==> src/rtl/nes_pad_pkg.sv <==
// Shared types and constants for the NES pad poller: FSM states, button bit
// positions, and default pad timing for a 27 MHz system clock.
package nes_pad_pkg;

  typedef enum logic [2:0] {
    IDLE,
    LATCH,
    LOW,
    HIGH,
    DONE
  } state_e;

  // Bit positions in o_buttons, which is also the order the 4021 shifts them out.
  localparam int BTN_A      = 0;
  localparam int BTN_B      = 1;
  localparam int BTN_SELECT = 2;
  localparam int BTN_START  = 3;
  localparam int BTN_UP     = 4;
  localparam int BTN_DOWN   = 5;
  localparam int BTN_LEFT   = 6;
  localparam int BTN_RIGHT  = 7;

  localparam int DEF_CLK_HZ       = 27_000_000;
  localparam int DEF_POLL_HZ      = 120;
  localparam int DEF_LATCH_CYCLES = 324;
  localparam int DEF_HALF_CYCLES  = 162;

  function automatic int max_int(input int a, input int b);
    return (a > b) ? a : b;
  endfunction

endpackage

==> src/rtl/nes_pad_tick_gen.sv <==
// Poll-rate tick: counts 0..CLK_HZ/POLL_HZ-1 and pulses o_tick for one cycle
// on the terminal count. Free-running; only i_rst stops it.
module nes_pad_tick_gen
  import nes_pad_pkg::*;
#(
  parameter int CLK_HZ  = DEF_CLK_HZ,
  parameter int POLL_HZ = DEF_POLL_HZ
) (
  input  logic i_clk,
  input  logic i_rst,
  output logic o_tick
);

  localparam int POLL_DIV = CLK_HZ / POLL_HZ;
  localparam int CNT_W    = $clog2(POLL_DIV);
  localparam logic [CNT_W-1:0] CNT_LAST = CNT_W'(POLL_DIV - 1);

  logic [CNT_W-1:0] cnt_q, cnt_d;

  assign o_tick = (cnt_q == CNT_LAST);

  always_comb begin
    cnt_d = o_tick ? '0 : cnt_q + CNT_W'(1);
  end

  always_ff @(posedge i_clk) begin
    if (i_rst) cnt_q <= '0;
    else       cnt_q <= cnt_d;
  end

endmodule

==> src/rtl/nes_pad_poller.sv <==
// NES controller poller: drives the 4021 latch/clock, samples serial data and
// publishes the 8 buttons with a valid strobe. Define NES_PAD_DOUBLE_READ_EN to
// read each frame twice and publish only when both reads agree.
module nes_pad_poller
  import nes_pad_pkg::*;
#(
  parameter int CLK_HZ       = DEF_CLK_HZ,
  parameter int POLL_HZ      = DEF_POLL_HZ,
  parameter int LATCH_CYCLES = DEF_LATCH_CYCLES,
  parameter int HALF_CYCLES  = DEF_HALF_CYCLES
) (
  input  logic       i_clk,
  input  logic       i_rst,
  input  logic       i_poll_en,
  input  logic       i_joy_data,
  output logic       o_joy_latch,
  output logic       o_joy_clk,
  output logic [7:0] o_buttons,
  output logic       o_valid,
  output logic       o_busy
);

  localparam int PH_W = $clog2(max_int(LATCH_CYCLES, HALF_CYCLES));
  localparam logic [PH_W-1:0] LATCH_LAST = PH_W'(LATCH_CYCLES - 1);
  localparam logic [PH_W-1:0] HALF_LAST  = PH_W'(HALF_CYCLES - 1);
  localparam logic [2:0]      IDX_LAST   = 3'(BTN_RIGHT);

  logic tick;

  nes_pad_tick_gen #(
    .CLK_HZ  (CLK_HZ),
    .POLL_HZ (POLL_HZ)
  ) u_tick_gen (
    .i_clk  (i_clk),
    .i_rst  (i_rst),
    .o_tick (tick)
  );

  state_e          state_q, state_d;
  logic [PH_W-1:0] phase_q, phase_d;
  logic [2:0]      idx_q, idx_d;
  logic [7:0]      shift_q, shift_d;
  logic [1:0]      sync_q, sync_d;
  logic            latch_q, latch_d;
  logic            jclk_q, jclk_d;
  logic [7:0]      buttons_q, buttons_d;
  logic            valid_q, valid_d;
`ifdef NES_PAD_DOUBLE_READ_EN
  logic            pass_q, pass_d;
  logic [7:0]      first_q, first_d;
`endif

  // Pad data is active-low; invert after the synchroniser so shift is active-high.
  logic sample;
  assign sample = ~sync_q[1];

  assign o_joy_latch = latch_q;
  assign o_joy_clk   = jclk_q;
  assign o_buttons   = buttons_q;
  assign o_valid     = valid_q;
  assign o_busy      = (state_q != IDLE);

  always_comb begin
    // NOTE: every _d starts from its _q (strobes from 0) so no branch can infer a latch.
    state_d   = state_q;
    phase_d   = phase_q;
    idx_d     = idx_q;
    shift_d   = shift_q;
    sync_d    = {sync_q[0], i_joy_data};
    latch_d   = 1'b0;
    jclk_d    = 1'b0;
    buttons_d = buttons_q;
    valid_d   = 1'b0;
`ifdef NES_PAD_DOUBLE_READ_EN
    pass_d    = pass_q;
    first_d   = first_q;
`endif

    unique case (state_q)
      IDLE: begin
        // Ticks arriving mid-frame or while disabled are simply dropped.
        if (tick && i_poll_en) begin
          state_d = LATCH;
          phase_d = '0;
          latch_d = 1'b1;
        end
      end
      LATCH: begin
        if (phase_q == LATCH_LAST) begin
          state_d = LOW;
          phase_d = '0;
          idx_d   = '0;
        end else begin
          phase_d = phase_q + PH_W'(1);
          latch_d = 1'b1;
        end
      end
      LOW: begin
        if (phase_q == HALF_LAST) begin
          shift_d[idx_q] = sample;
          state_d        = HIGH;
          phase_d        = '0;
          jclk_d         = 1'b1;
        end else begin
          phase_d = phase_q + PH_W'(1);
        end
      end
      HIGH: begin
        if (phase_q == HALF_LAST) begin
          phase_d = '0;
          if (idx_q == IDX_LAST) begin
            state_d = DONE;
          end else begin
            idx_d   = idx_q + 3'd1;
            state_d = LOW;
          end
        end else begin
          phase_d = phase_q + PH_W'(1);
          jclk_d  = 1'b1;
        end
      end
      DONE: begin
`ifdef NES_PAD_DOUBLE_READ_EN
        if (!pass_q) begin
          pass_d  = 1'b1;
          first_d = shift_q;
          state_d = LATCH;
          phase_d = '0;
          latch_d = 1'b1;
        end else begin
          pass_d  = 1'b0;
          state_d = IDLE;
          if (shift_q == first_q) begin
            buttons_d = shift_q;
            valid_d   = 1'b1;
          end
        end
`else
        buttons_d = shift_q;
        valid_d   = 1'b1;
        state_d   = IDLE;
`endif
      end
      default: state_d = IDLE;
    endcase
  end

  always_ff @(posedge i_clk) begin
    if (i_rst) begin
      // NOTE: the shift register is cleared too, so a frame cut short by reset leaves no stale bits.
      state_q   <= IDLE;
      phase_q   <= '0;
      idx_q     <= '0;
      shift_q   <= '0;
      sync_q    <= 2'b11;
      latch_q   <= 1'b0;
      jclk_q    <= 1'b0;
      buttons_q <= '0;
      valid_q   <= 1'b0;
`ifdef NES_PAD_DOUBLE_READ_EN
      pass_q    <= 1'b0;
      first_q   <= '0;
`endif
    end else begin
      // NOTE: non-blocking so every flop samples the pre-edge value of its neighbours.
      state_q   <= state_d;
      phase_q   <= phase_d;
      idx_q     <= idx_d;
      shift_q   <= shift_d;
      sync_q    <= sync_d;
      latch_q   <= latch_d;
      jclk_q    <= jclk_d;
      buttons_q <= buttons_d;
      valid_q   <= valid_d;
`ifdef NES_PAD_DOUBLE_READ_EN
      pass_q    <= pass_d;
      first_q   <= first_d;
`endif
    end
  end

endmodule

==> config.mk <==
export PLATFORM = sky130hd
export DESIGN_NAME = nes_pad_poller
export DESIGN_NICKNAME = d
export VERILOG_FILES = /design/src/rtl/nes_pad_pkg.sv /design/src/rtl/nes_pad_tick_gen.sv /design/src/rtl/nes_pad_poller.sv
export SDC_FILE = /design/constraint.sdc
export NUM_CORES = 1
export LEC_CHECK = 0
export BUFFER_PORTS_ARGS = -buffer_cell sky130_fd_sc_hd__buf_2
export CAP_MARGIN = 20
export CORE_MARGIN = 5
export CORE_UTILIZATION = 55
export DETAILED_ROUTE_END_ITERATION = 8
export HOLD_SLACK_MARGIN = 0.06
export PLACE_DENSITY = 0.76
export SETUP_SLACK_MARGIN = 0.3
export SLEW_MARGIN = 10
export SYNTH_ARGS = -nofsm -noshare
export SYNTH_HDL_FRONTEND = slang
export SYNTH_SLANG_ARGS = --single-unit
==> constraint.sdc <==
create_clock -name i_clk -period 4.4 [get_ports i_clk]
set_clock_uncertainty 0.15 [all_clocks]
set_input_delay 0.66 -clock i_clk [delete_from_list [all_inputs] [get_ports i_clk]]
set_output_delay 0.66 -clock i_clk [all_outputs]
set_load 0.02 [all_outputs]
Yosys cells after proc, flatten, opt, wreduce, memory -nomap -nowiden. Cells that the tools add are included.

Bits in registers: 54. Input bits: 4. Output and inout bits: 12. Logic and storage cells: 65.

Add/subtract/negate cells: 3. Order comparisons: 2. Eq/ne operators: 13. Mux-type cells: 24. Bitwise logic cells: 1. Reductions and logical operators: 12.

Operator list (count): $mux 9 (3); $pmux 9 s3 (1); $mux 3 (8); $add 18x1->18 const B (1); $eq 18x18->1 const B (1); $pmux 3 s4 (1); $ne 2x2->1 const B (5); $add 9x1->9 const B (1); $eq 9x8->1 const B (1); $eq 9x9->1 const B (1); $bwmux 8 (1); $reduce_and 4->1 (2); $eq 3x2->1 const B (2); $eq 3x3->1 const B (2); $mux 1 (6); $pmux 3 s2 (1); $reduce_bool 3->1 (2); $lt 3x4->1 const B (1); $pmux 1 s2 (2); $reduce_and 2->1 (2); $reduce_or 2->1 (2); $add 3x1->3 const B (1); $demux 1 s3 (1); $eq 3x1->1 const B (1); 5 further kinds (6).

Logic depth before layout (Yosys ltp). Gate-level depths: netlist of the first run.

Word-level depth: 5. Gate-level depth with buffers: 7. Depth with buffers taken out: 6.

Hierarchy. From an unflattened synthesis of the first run, not the netlist that was laid out.

Cell total of the unflattened synthesis: 293. Area, all modules: 2563.7 µm².

By module, submodules not included: nes_pad_poller (instances 1, cells each 196, area an instance 1685.4 µm², seq. area each 720.7 µm²); nes_pad_tick_gen (instances 1, cells each 97, area an instance 878.3 µm², seq. area each 360.3 µm²).

Worst setup path before layout of the first run. Ideal clock, no wire load.

Kind: register -> register. From: register phase_q[1]. To: register state_q[0]. Library setup time: 0.122 ns. Arrival time: 1.592 ns. Required time: 4.128 ns. Slack: 2.537 ns. Cell stages (with the launch flop): 8. Buffers on the path: 1. Period minus slack after synthesis: 1.863 ns. Path through: dfxtp_1 -> inv_1 -> ha_1 -> and4bb_2 -> a21oi_1 -> clkbuf_1 -> nor3_1 -> a221o_1.

Word-level cells in the longest chain between the ends: 3. Elaborated cells on any way between the ends: 6. Those cells by class: eq/ne: 5; reduce/logical: 1.

Ends and longest elaborated chain: start, declared (RTL line nes_pad_poller.sv:40) `logic [PH_W-1:0] phase_q, phase_d;`; start signal, assigned (RTL line nes_pad_poller.sv:167) `phase_q <= phase_d;`; $eq 9x8->1 or $eq 9x9->1 (tied branches) (RTL line nes_pad_poller.sv:99, nes_pad_poller.sv:109, nes_pad_poller.sv:89); $ne 2x2->1 (no source line); $reduce_and 4->1 (no source line) (*); end signal, assigned (RTL line nes_pad_poller.sv:166) `state_q <= state_d;`; end, declared (RTL line nes_pad_poller.sv:39) `state_e state_q, state_d;`.

Mark *: on every way between the ends. The rest lies on a longest branch, timed or not. A chain may end at the register's enable or synchronous reset.

Final worst setup path of the first run. Same ends and word-level chain as after synthesis.

==> results.md, run 1 <==
- Initial Utilization: 0.559
- RSZ-0062 raised after global routing: false
- Hold Slack: 0.267 ns
- Postcts setup bufs: 0
- Internal power: a little over 600 uW
- Sequential area share after synthesis: 0.418
- Post-DRT Antenna Nets: 0
- Pre-antenna DRT Iters: 4
- Hold_sp: sync_q[0]
- Worst r2r src: phase_q[1]
- Part of the power in the clock network: 0.331
- DPL Wire Length: 3.58 mm
- Largest net degree at the start of global routing: 29
- Via count: 2124
- Die footprint: 0.00617 sq mm
- Latest clock arrival within the worst-skew pair: 0.32 ns
- Gr usage total: 0.181
- Worst-path maximum fanout: 11
- CTS Buf Count: 5
- Min-Delay Path Class: register to register
- Residual DRC: 0
- Combinational Power Share: 0.061
- Peak Freq: 450 MHz
- Yosys warnings: 0
- LEAKAGE: 0.000938 uW
- DR iter-0 viols: roughly 140
- Total grt overflow: 0
- Yosys reg bits: 54
- Synth Instances: roughly 300
- Switch share: 0.249
- Tmin final: 2.22 ns
- Worst Hold Depth: 1
- Period utilization: 0.505
- Most frequent cell after synthesis: dfxtp_1
- Max Cap Viol: 0
- GP Congestion: 0.851
- CTS Hold Bufs: 0
- Mapped Nets: approximately 300
- # rows: 25
- Final Max Tran Viols: 0
- Ranking of synthesized cells by area: dfxtp_1 (42%), nand2_1 (5.5%), a21oi_1 (4.1%), nor2_1 (3.0%), ha_1 (2.9%)
- Reg power frac: 0.608
- Area of the multi-input gates: roughly 0.0014 sq mm
- Die Wd: 78.6 microns
- CTS tree: yes
- Post-DP Area: 0.00264 sq mm
- WS Path Type: register to register
- Sink Count: 54
- Setup-violating endpoint count in the final report: 0
- Fin util: 0.587
- Root buf cell: clkbuf_8
- Clk slew on worst S/H paths: 0.10 ns
- Async S/R FF share, synth: 0
- Number of I/O port buffers: 15
- R2r worst-path depth: 6
- Maximum clock path buffer count: 2
- Maximum vdd ir drop: 0.000139 V
- Setup TNS: 0 ns
- Synth area leader: dfxtp_1
- CP arrival: 2.29 ns
- Cts repair resizes: 0
- Vias in the first global route: 1994
- Layout cells sized above 1: 0.121
- Vias per cell: 6.03
- Critical Path RT: ~4.5 ns
- Core area: roughly 0.0046 sq mm
- Synth unique cells: 48
- CP startpoint kind: register
- Max H-tree Level: 2
- Area grow syn2layout: 5.13%
- # IOs: 16
- Inserted Diodes: 0
- Hold Violations, Final: 0
- Top cell type's share of synthesized area: 0.418
- Worst setup path start: phase_q[1]
- Final Cell Area: 0.00272 sq mm
- DRT Wirelength: 5.23 mm
- Worst rel slew slack: 0.456
- Sequential Area: 0.00108 sq mm
- Sw Pwr: 206 uW
- Status: completed
- Mapped Area: between 0.002 and 0.003 sq mm
- Initial antenna violation count: 0
- Critical path capture point type: register
- Most used DFF post-synth: dfxtp_1
- Avg Cell Area, Syn: ~8.7 sq um
- Post-synth EDFFs: 0
- Fillcell total: around 400
- Final #Nets: 308
- Die height: roughly 79 microns
- Worst-Margin Slew: 0.816 ns
- Top post-synthesis cells by count: dfxtp_1 (54), nand2_1 (38), a21oi_1 (21), nor2_1 (21), clkbuf_1 (11)
- Avg WL per Cell: approximately 15 microns
- First-pass GRT wire length: 9.11 mm
- Power Density: 305 mW/mm^2
[registers in the layout, indices dropped and copies added (netlist names)]
| name | flops |
|---|---|
| o_joy_latch | 1 |
| state_q | 3 |
| shift_q | 8 |
| u_tick_gen.cnt_q | 18 |
| o_buttons | 8 |
| o_valid | 1 |
| phase_q | 9 |
| idx_q | 3 |
| sync_q | 2 |
| o_joy_clk | 1 |
[metrics by stage]
stage               cells  setup slack (ns)  total power, uW
floorplan             296              2.54              557
global placement      345              2.17              564
detailed placement    345              2.15              566
CTS                   352              2.20              838
global route          352              2.02              861
finish                352              2.18              829
[layer usage]
| metal | up-vias | global-route usage | share of wire |
|---|---|---|---|
| met3 | 5 | 0.0401 | 0.041 |
| met2 | 41 | 0.299 | 0.47 |
| li1 | 1071 | - | - |
| met4 | 0 | 0.0804 | 0.011 |
| met5 | - | 0 | 0 |
| met1 | 1007 | 0.224 | 0.48 |
[cells in the final DEF (no fill, tap or decap), types with 2 or more instances in the layout]
cell,synthesis,routed
a21oi_1,21,21
and2_1,4,4
and4_1,4,4
and4bb_2,3,3
buf_2,5,15
clkbuf_8,0,5
clkinvlp_4,0,2
dfxtp_1,54,54
ha_1,6,6
inv_1,6,6
mux2i_1,7,7
nand2_1,38,38
nand2b_1,2,2
nand3_1,9,9
nand4_1,7,7
nand4b_1,3,3
nor2_1,21,21
nor2b_1,2,2
nor3_1,6,6
nor3b_1,6,6
nor4_1,4,4
o211ai_1,9,9
o21a_1,3,3
o21ai_0,4,4
o22ai_1,8,8
o311ai_0,2,2
o31a_1,3,3
o31ai_1,4,4
o41ai_1,2,2
or2_2,6,6
or3_1,5,5
or4_1,4,4
xnor2_1,4,4
xor2_1,8,8
[logic make-up (layout without fill, tap and decap cells)]
family,count (synthesis),count (layout),share of synthesized area
adder cells (fa/ha/maj),6,6,0.0290
XOR/XNOR,12,12,0.0406
AND/OR/NAND/NOR,129,129,0.277
flip-flops,54,54,0.418
AO/OA/AOI/OAI,62,62,0.164
multiplexers,7,7,0.0271
buffers and inverters,26,28,0.0450
[worst paths after layout]
| path | to | slack [ns] |
|---|---|---|
| min | sync_q[1] | 0.27 |
| max | state_q[0] | 2.18 |
| max reg2reg | state_q[0] | 2.18 |
| min reg2reg | sync_q[1] | 0.27 |
[final cells by class]
class | count | area share
well taps | 54 | 0.0249
inverters | 6 | 0.00828
clock buffers | 5 | 0.0253
repair buffers | 15 | 0.0276
clock inverters | 2 | 0.00552
multi-input cells | 216 | 0.511
flip-flops and latches | 54 | 0.398
[critical path: stages (launching register included)]
cell and delay [ns]:
dfxtp_1 0.40, inv_1 0.08, ha_1 0.17, and4bb_2 0.25, a21oi_1 0.64, nor3_1 0.09
a221o_1 0.33
[power groups by stage]
| stage | clock network, uW | registers [uW] | logic (uW) |
|---|---|---|---|
| 2_1_floorplan | 0 | 512 | 44.6 |
| 3_3_place_gp | 0 | 515 | 49.3 |
| 3_5_place_dp | 0 | 515 | 50.6 |
| 4_1_cts | 283 | 504 | 50.9 |
| 5_1_grt | 298 | 506 | 56.7 |
| 6_report | 274 | 504 | 50.8 |
(Power assumes the default switching activity.)
==> run 2, diff against run 1 <==
- CORE_UTILIZATION: 55 -> 54
- PLACE_DENSITY: 0.76 -> 0.78
- clock period: 4.4 -> 1.9 ns (I/O delays scaled with it)
==> results.md, run 2 (synthesized netlist as in run 1, its figures left out) <==
- Status: complete, but fails checks
- Failing checks: setup timing
- Worst rel slew slack: 0.681 (+0.225)
- Final #Nets: 356 (+16%)
- Avg WL per Cell: 20.1 microns (+35%)
- Worst Slack Setup Final: -0.0184 ns (-2.20 ns)
- Residual DRC: 0 (unchanged)
- Vias per cell: 6.47 (+7.2%)
- Critical path capture point type: register
- Gr usage total: 0.229 (+0.0487)
- Max reg flops: 18 (unchanged)
- Maximum clock path buffer count: 2 (unchanged)
- Total power: 2080 uW (+150%)
- Die height: 79.2 microns (+0.81%)
- Sink Count: 54 (unchanged)
- Setup-violating endpoint count in the final report: 1 (+1)
- Period utilization: 1.01 (+0.505)
- Crit path to: phase_q[1]
- # rows: 25 (unchanged)
- Most flops, register: u_tick_gen.cnt_q
- Worst setup path start: phase_q[1]
- DRT Wirelength: 8.05 mm (+54%)
- Max Cap Viol: 0 (unchanged)
- Inserted Diodes: 0 (unchanged)
- GP Congestion: 0.824 (-3.1%)
- Worst-Margin Slew: 0.478 ns (-0.338 ns)
- Worst r2r src: phase_q[1]
- Latest clock arrival within the worst-skew pair: 0.32 ns (about the same)
- Total grt overflow: 0 (unchanged)
- Min-Delay Path Class: input port to register
- Vias in the first global route: 2344 (+18%)
- Finished Layout Cells: 400 (+14%)
- Place WS: 0.0203 ns (-2.13 ns)
- Root buf cell: clkbuf_8
- Number of I/O port buffers: 15 (unchanged)
- DR iter-0 viols: 298 (+110%)
- Pre-antenna DRT Iters: 5 (+1)
- Via count: 2587 (+22%)
- Final Cell Area: 0.00351 sq mm (+29%)
- Initial Utilization: 0.551 (-0.00745)
- Die Wd: 79.2 microns (+0.81%)
- Hold Violations, Final: 0 (unchanged)
- Max H-tree Level: 2 (unchanged)
- DPL Wire Length: 3.93 mm (+9.8%)
- Largest regs: u_tick_gen.cnt_q (18), phase_q (9)
- CTS tree: yes
- # IOs: 16 (unchanged)
- R2r worst-path depth: 6 (unchanged)
- CP startpoint kind: register
- Final Max Tran Viols: 0 (unchanged)
- Die footprint: 0.00627 sq mm (+1.6%)
- Tmin final: 1.92 ns (-0.304 ns)
- Commonest cells after routing, fill and taps aside: dfxtp_1 (39), nand2_1 (36), buf_4 (33)
- First-pass GRT wire length: 11.4 mm (+25%)
- Maximum vdd ir drop: 0.000495 V (+260%)
- Critical Path RT: 1.95 ns (-2.51 ns)
- Peak Freq: 521 MHz (+16%)
- Placed insts: 365 (+5.8%)
- Post-DP Area: 0.00282 sq mm (+6.9%)
- Area grow syn2layout: 35.8%
- RSZ-0062 raised after global routing: true
- Worst-path maximum fanout: 6 (-5)
- Worst R2R Setup Slack: -0.02 ns (-2.20 ns)
- LEAKAGE: 0.00127 uW (+35%)
- Power Density: 592 mW/mm^2 (+94%)
- R2r endpoint: phase_q[1]
- Post-DRT Antenna Nets: 0 (unchanged)
- CP arrival: 1.97 ns (-0.32 ns)
- Clk slew on worst S/H paths: 0.10 ns (about the same)
- Most common cell after layout, fill and taps aside: dfxtp_1
- Largest net degree at the start of global routing: 17 (-41%)
- WS Path Type: register to register
- Fin util: 0.748 (+0.161)
- CTS Buf Count: 5 (unchanged)
- Layout cells sized above 1: 0.419 (+0.298)
- Initial antenna violation count: 0 (unchanged)
- Core area: 0.00469 sq mm (+1.4%)
[run 2: cell count changes in the layout (fill, tap and decap cells not counted), moves of 4 or more]
cell,previous run,this run
dfxtp_2,0,13
nor3_1,6,2
buf_4,0,33
nor2_1,21,9
nor3b_1,6,2
dfxtp_1,54,39
buf_6,0,9
nor2_2,0,9
[run 2: worst min path at each step]
| stage | to | cells past startpoint | slack [ns] | from |
|---|---|---|---|---|
| 6_report | phase_q[7] | 2 | 0.19 | i_rst |
| 5_1_grt | phase_q[4] | 2 | 0.20 | i_rst |
| 4_1_cts | phase_q[6] | 2 | 0.17 | i_rst |
| 3_5_place_dp | sync_q[1] | 1 | 0.25 | sync_q[0] |
| 3_3_place_gp | sync_q[1] | 1 | 0.24 | sync_q[0] |
| 2_1_floorplan | sync_q[0] | 1 | 0.24 | i_joy_data |
[run 2: per-layer routing]
metal	routed length [microns]	track usage	up-vias
li1	-	-	1173
met1	3130	0.286	1224
met2	4000	0.385	141
met3	458	0.0420	49
met4	461	0.103	0
met5	0	0	-
[run 2: report_power, final]
group	internal [uW]	switching, uW	total (uW)	leakage, uW
clock	256	392	648	0.0000444
combinational	122	139	260	0.000778
sequential	1150	21.3	1170	0.000444
total	1530	552	2080	0.00127
[run 2: layout make-up]
| class | count | area [sq um] |
|---|---|---|
| clock buffers | 5 | 68.8 |
| clock inverters | 2 | 13.8 |
| well taps | 54 | 67.6 |
| inverters | 6 | 25.0 |
| fillers | 293 | 1180 |
| multi-input cells | 218 | 1710 |
| repair buffers | 61 | 522 |
| flip-flops and latches | 54 | 1100 |
[run 2: timing repair]
| item | CTS | global route |
|---|---|---|
| endpoints found under the setup margin | 41 | 50 |
| resized for setup | 46 | 45 |
| pin swaps | 14 | 20 |
| gates cloned | 3 | 1 |
| endpoints found under the hold margin | 1 | 0 |
| hold buffers | 1 | 0 |
| setup buffers | 19 | 4 |
[run 2: per-stage QoR]
step                setup TNS (ns)  hold WS [ns]
CTS                              0         0.173
floorplan                        0         0.239
detailed placement               0         0.248
global placement                 0         0.240
global route               -0.0167         0.196
finish                     -0.0184         0.188
[run 2: worst max-delay path, stage by stage, from the launching register on]
cell      delay, ns
dfxtp_4        0.39
buf_12         0.11
ha_4           0.13
nand4b_1       0.23
o31a_4         0.40
nor2_1         0.26
o32ai_2        0.13
==> run 3, diff against run 2 <==
- CORE_ASPECT_RATIO: not set -> 1.75
- GPL_TIMING_DRIVEN: not set -> 0
==> results.md, run 3 (synthesized netlist as in run 1, its figures left out) <==
- Status: completed
- DR iter-0 viols: 158 (-47%)
- Via count: 2500 (-3.4%)
- Latest clock arrival within the worst-skew pair: 0.31 ns (about the same)
- DRT Wirelength: 7.12 mm (-12%)
- Setup-violating endpoint count in the final report: 0 (-1)
- Total power: 2030 uW (-2.3%)
- Critical Path RT: 1.98 ns (+0.03 ns)
- Max reg flops: 18 (unchanged)
- Most flops, register: u_tick_gen.cnt_q
- LEAKAGE: 0.00126 uW (-0.58%)
- Largest regs: u_tick_gen.cnt_q (18), phase_q (9)
- # IOs: 16 (unchanged)
- Sw Pwr: 517 uW (-6.4%)
- Vias per cell: 6.20 (-4.1%)
- Critical path capture point type: register
- Worst Slack Setup Final: 0.0631 ns (+0.0815 ns)
- Max Cap Viol: 0 (unchanged)
- Max H-tree Level: 2 (unchanged)
- Place WS: -0.145 ns (-0.165 ns)
- Peak Freq: 544 MHz (+4.4%)
- Sink Count: 54 (unchanged)
- Die height: 102 microns (+28%)
- WS Path Type: register to register
- Worst-Margin Slew: 0.528 ns (+0.0506 ns)
- Post-DRT Antenna Nets: 0 (unchanged)
- Area grow syn2layout: 34.5%
- Critical-path cell list: inv_4 -> ha_4 -> and4bb_2 -> nand4b_1 -> buf_6 -> nor3b_2 -> mux2i_1
- Initial Utilization: 0.554 (+0.00310)
- Crit-path slowest cell: dfxtp_4
- RSZ-0062 raised after global routing: true
- Worst rel slew slack: 0.648 (-0.0330)
- Die footprint: 0.00633 sq mm (+0.87%)
- Family with the most delay on the worst path: simple AND/OR/NAND/NOR gates
- Die Wd: 62.3 microns (-21%)
- CP arrival: 1.91 ns (-0.06 ns)
- First-pass GRT wire length: 10.9 mm (-4.0%)
- Maximum clock path buffer count: 2 (unchanged)
- Tmin final: 1.84 ns (-0.0815 ns)
- Switch share: 0.254 (-0.0111)
- DPL Wire Length: 4.13 mm (+5.1%)
- CP startpoint kind: register
- Layout cells sized above 1: 0.393 (-0.0259)
- Total grt overflow: 0 (unchanged)
- Part of the power in the clock network: 0.310 (-0.002)
- Vias in the first global route: 2424 (+3.4%)
- Inserted Diodes: 0 (unchanged)
- # rows: 33 (+32%)
- Combinational Power Share: 0.117 (-0.008)
- Commonest cells after routing, fill and taps aside: nand2_1 (38), dfxtp_1 (38), buf_4 (24)
- Avg WL per Cell: 17.7 microns (-12%)
- Worst-path maximum fanout: 5 (-1)
- Finished Layout Cells: 403 (+0.75%)
- CTS Buf Count: 5 (unchanged)
- CTS tree: yes
- Pre-antenna DRT Iters: 4 (-1)
- Min-Delay Path Class: register to register
- Final #Nets: 361 (+1.4%)
- Setup TNS: 0 ns (+0.0184 ns)
- Max incr delay on CP: 0.38 ns (-0.02 ns)
- Largest net degree at the start of global routing: 17 (unchanged)
- Internal power: 1510 uW (-0.81%)
- Final Max Tran Viols: 0 (unchanged)
- Period utilization: 0.967 (-0.0429)
- Number of I/O port buffers: 14 (-1)
- Core area: 0.00467 sq mm (-0.56%)
- Maximum vdd ir drop: 0.000499 V (+0.85%)
- Placed insts: 362 (-0.82%)
- Root buf cell: clkbuf_8
- Reg power frac: 0.573 (+0.010)
- Initial antenna violation count: 0 (unchanged)
- Power Density: 584 mW/mm^2 (-1.4%)
- Residual DRC: 0 (unchanged)
- Hold Violations, Final: 0 (unchanged)
- Clk slew on worst S/H paths: 0.09 ns (about the same)
- GP Congestion: 0.818 (-0.73%)
- Gr usage total: 0.212 (-0.0173)
- CP bufs+invs: 2 (+1)
-- run 3: cell count changes in the layout (fill, tap and decap cells not counted), moves of 3 or more --
cell,change
a21oi_2,+3
and4_4,-3
buf_4,-9
buf_6,+8
clkbuf_1,+4
clkbuf_2,+4
dfxtp_2,-6
dfxtp_4,+7
nor3_1,+3
-- run 3: repair_timing --
action / 4_1_cts / 5_1_grt
gates resized for setup: 73 / 35
hold buffers: 1 / 0
pin swaps: 22 / 6
gates cloned: 2 / 1
buffers inserted: 26 / 4
setup endpoints to repair: 43 / 45
endpoints found under the hold margin: 1 / 0
-- run 3: cell type report --
cell class	instances	area, sq um
multi-input combinational	216	1640
fill	308	1190
sequential	54	1120
timing repair buffer	48	389
buffer	20	155
clock buffer	5	68.8
tap	52	65.1
inverter	6	25.0
clock inverter	2	13.8
-- run 3: metal layers --
| layer | part of all wire | GRT usage | vias up | wire [microns] |
|---|---|---|---|---|
| li1 | - | - | 1181 | - |
| met1 | 0.37 | 0.213 | 1193 | 2600 |
| met2 | 0.56 | 0.408 | 95 | 3960 |
| met3 | 0.036 | 0.0333 | 31 | 259 |
| met4 | 0.041 | 0.118 | 0 | 293 |
| met5 | 0 | 0 | - | 0 |
-- run 3: worst paths after layout --
path	start	depth (start not counted)	to	slack (ns)
hold / removal	sync_q[0]	1	sync_q[1]	0.29
setup reg to reg	phase_q[1]	7	shift_q[4]	0.06
setup / recovery	phase_q[1]	7	shift_q[4]	0.06
hold reg to reg	sync_q[0]	1	sync_q[1]	0.29
-- run 3: power groups by stage --
stage,Clock (uW),Sequential [uW],Combinational [uW]
floorplan,0,1190,107
global placement,0,1190,144
detailed placement,0,1190,144
CTS,647,1160,200
global route,694,1170,253
finish,630,1160,237
-- run 3: metrics by stage --
stage	instance area (sq um)	hold WS [ns]	util
6_report	3480	0.289	0.746
5_1_grt	3480	0.322	0.746
4_1_cts	3330	0.295	0.713
3_5_place_dp	2760	0.265	0.591
3_3_place_gp	2760	0.260	0.591
2_1_floorplan	2620	0.239	-
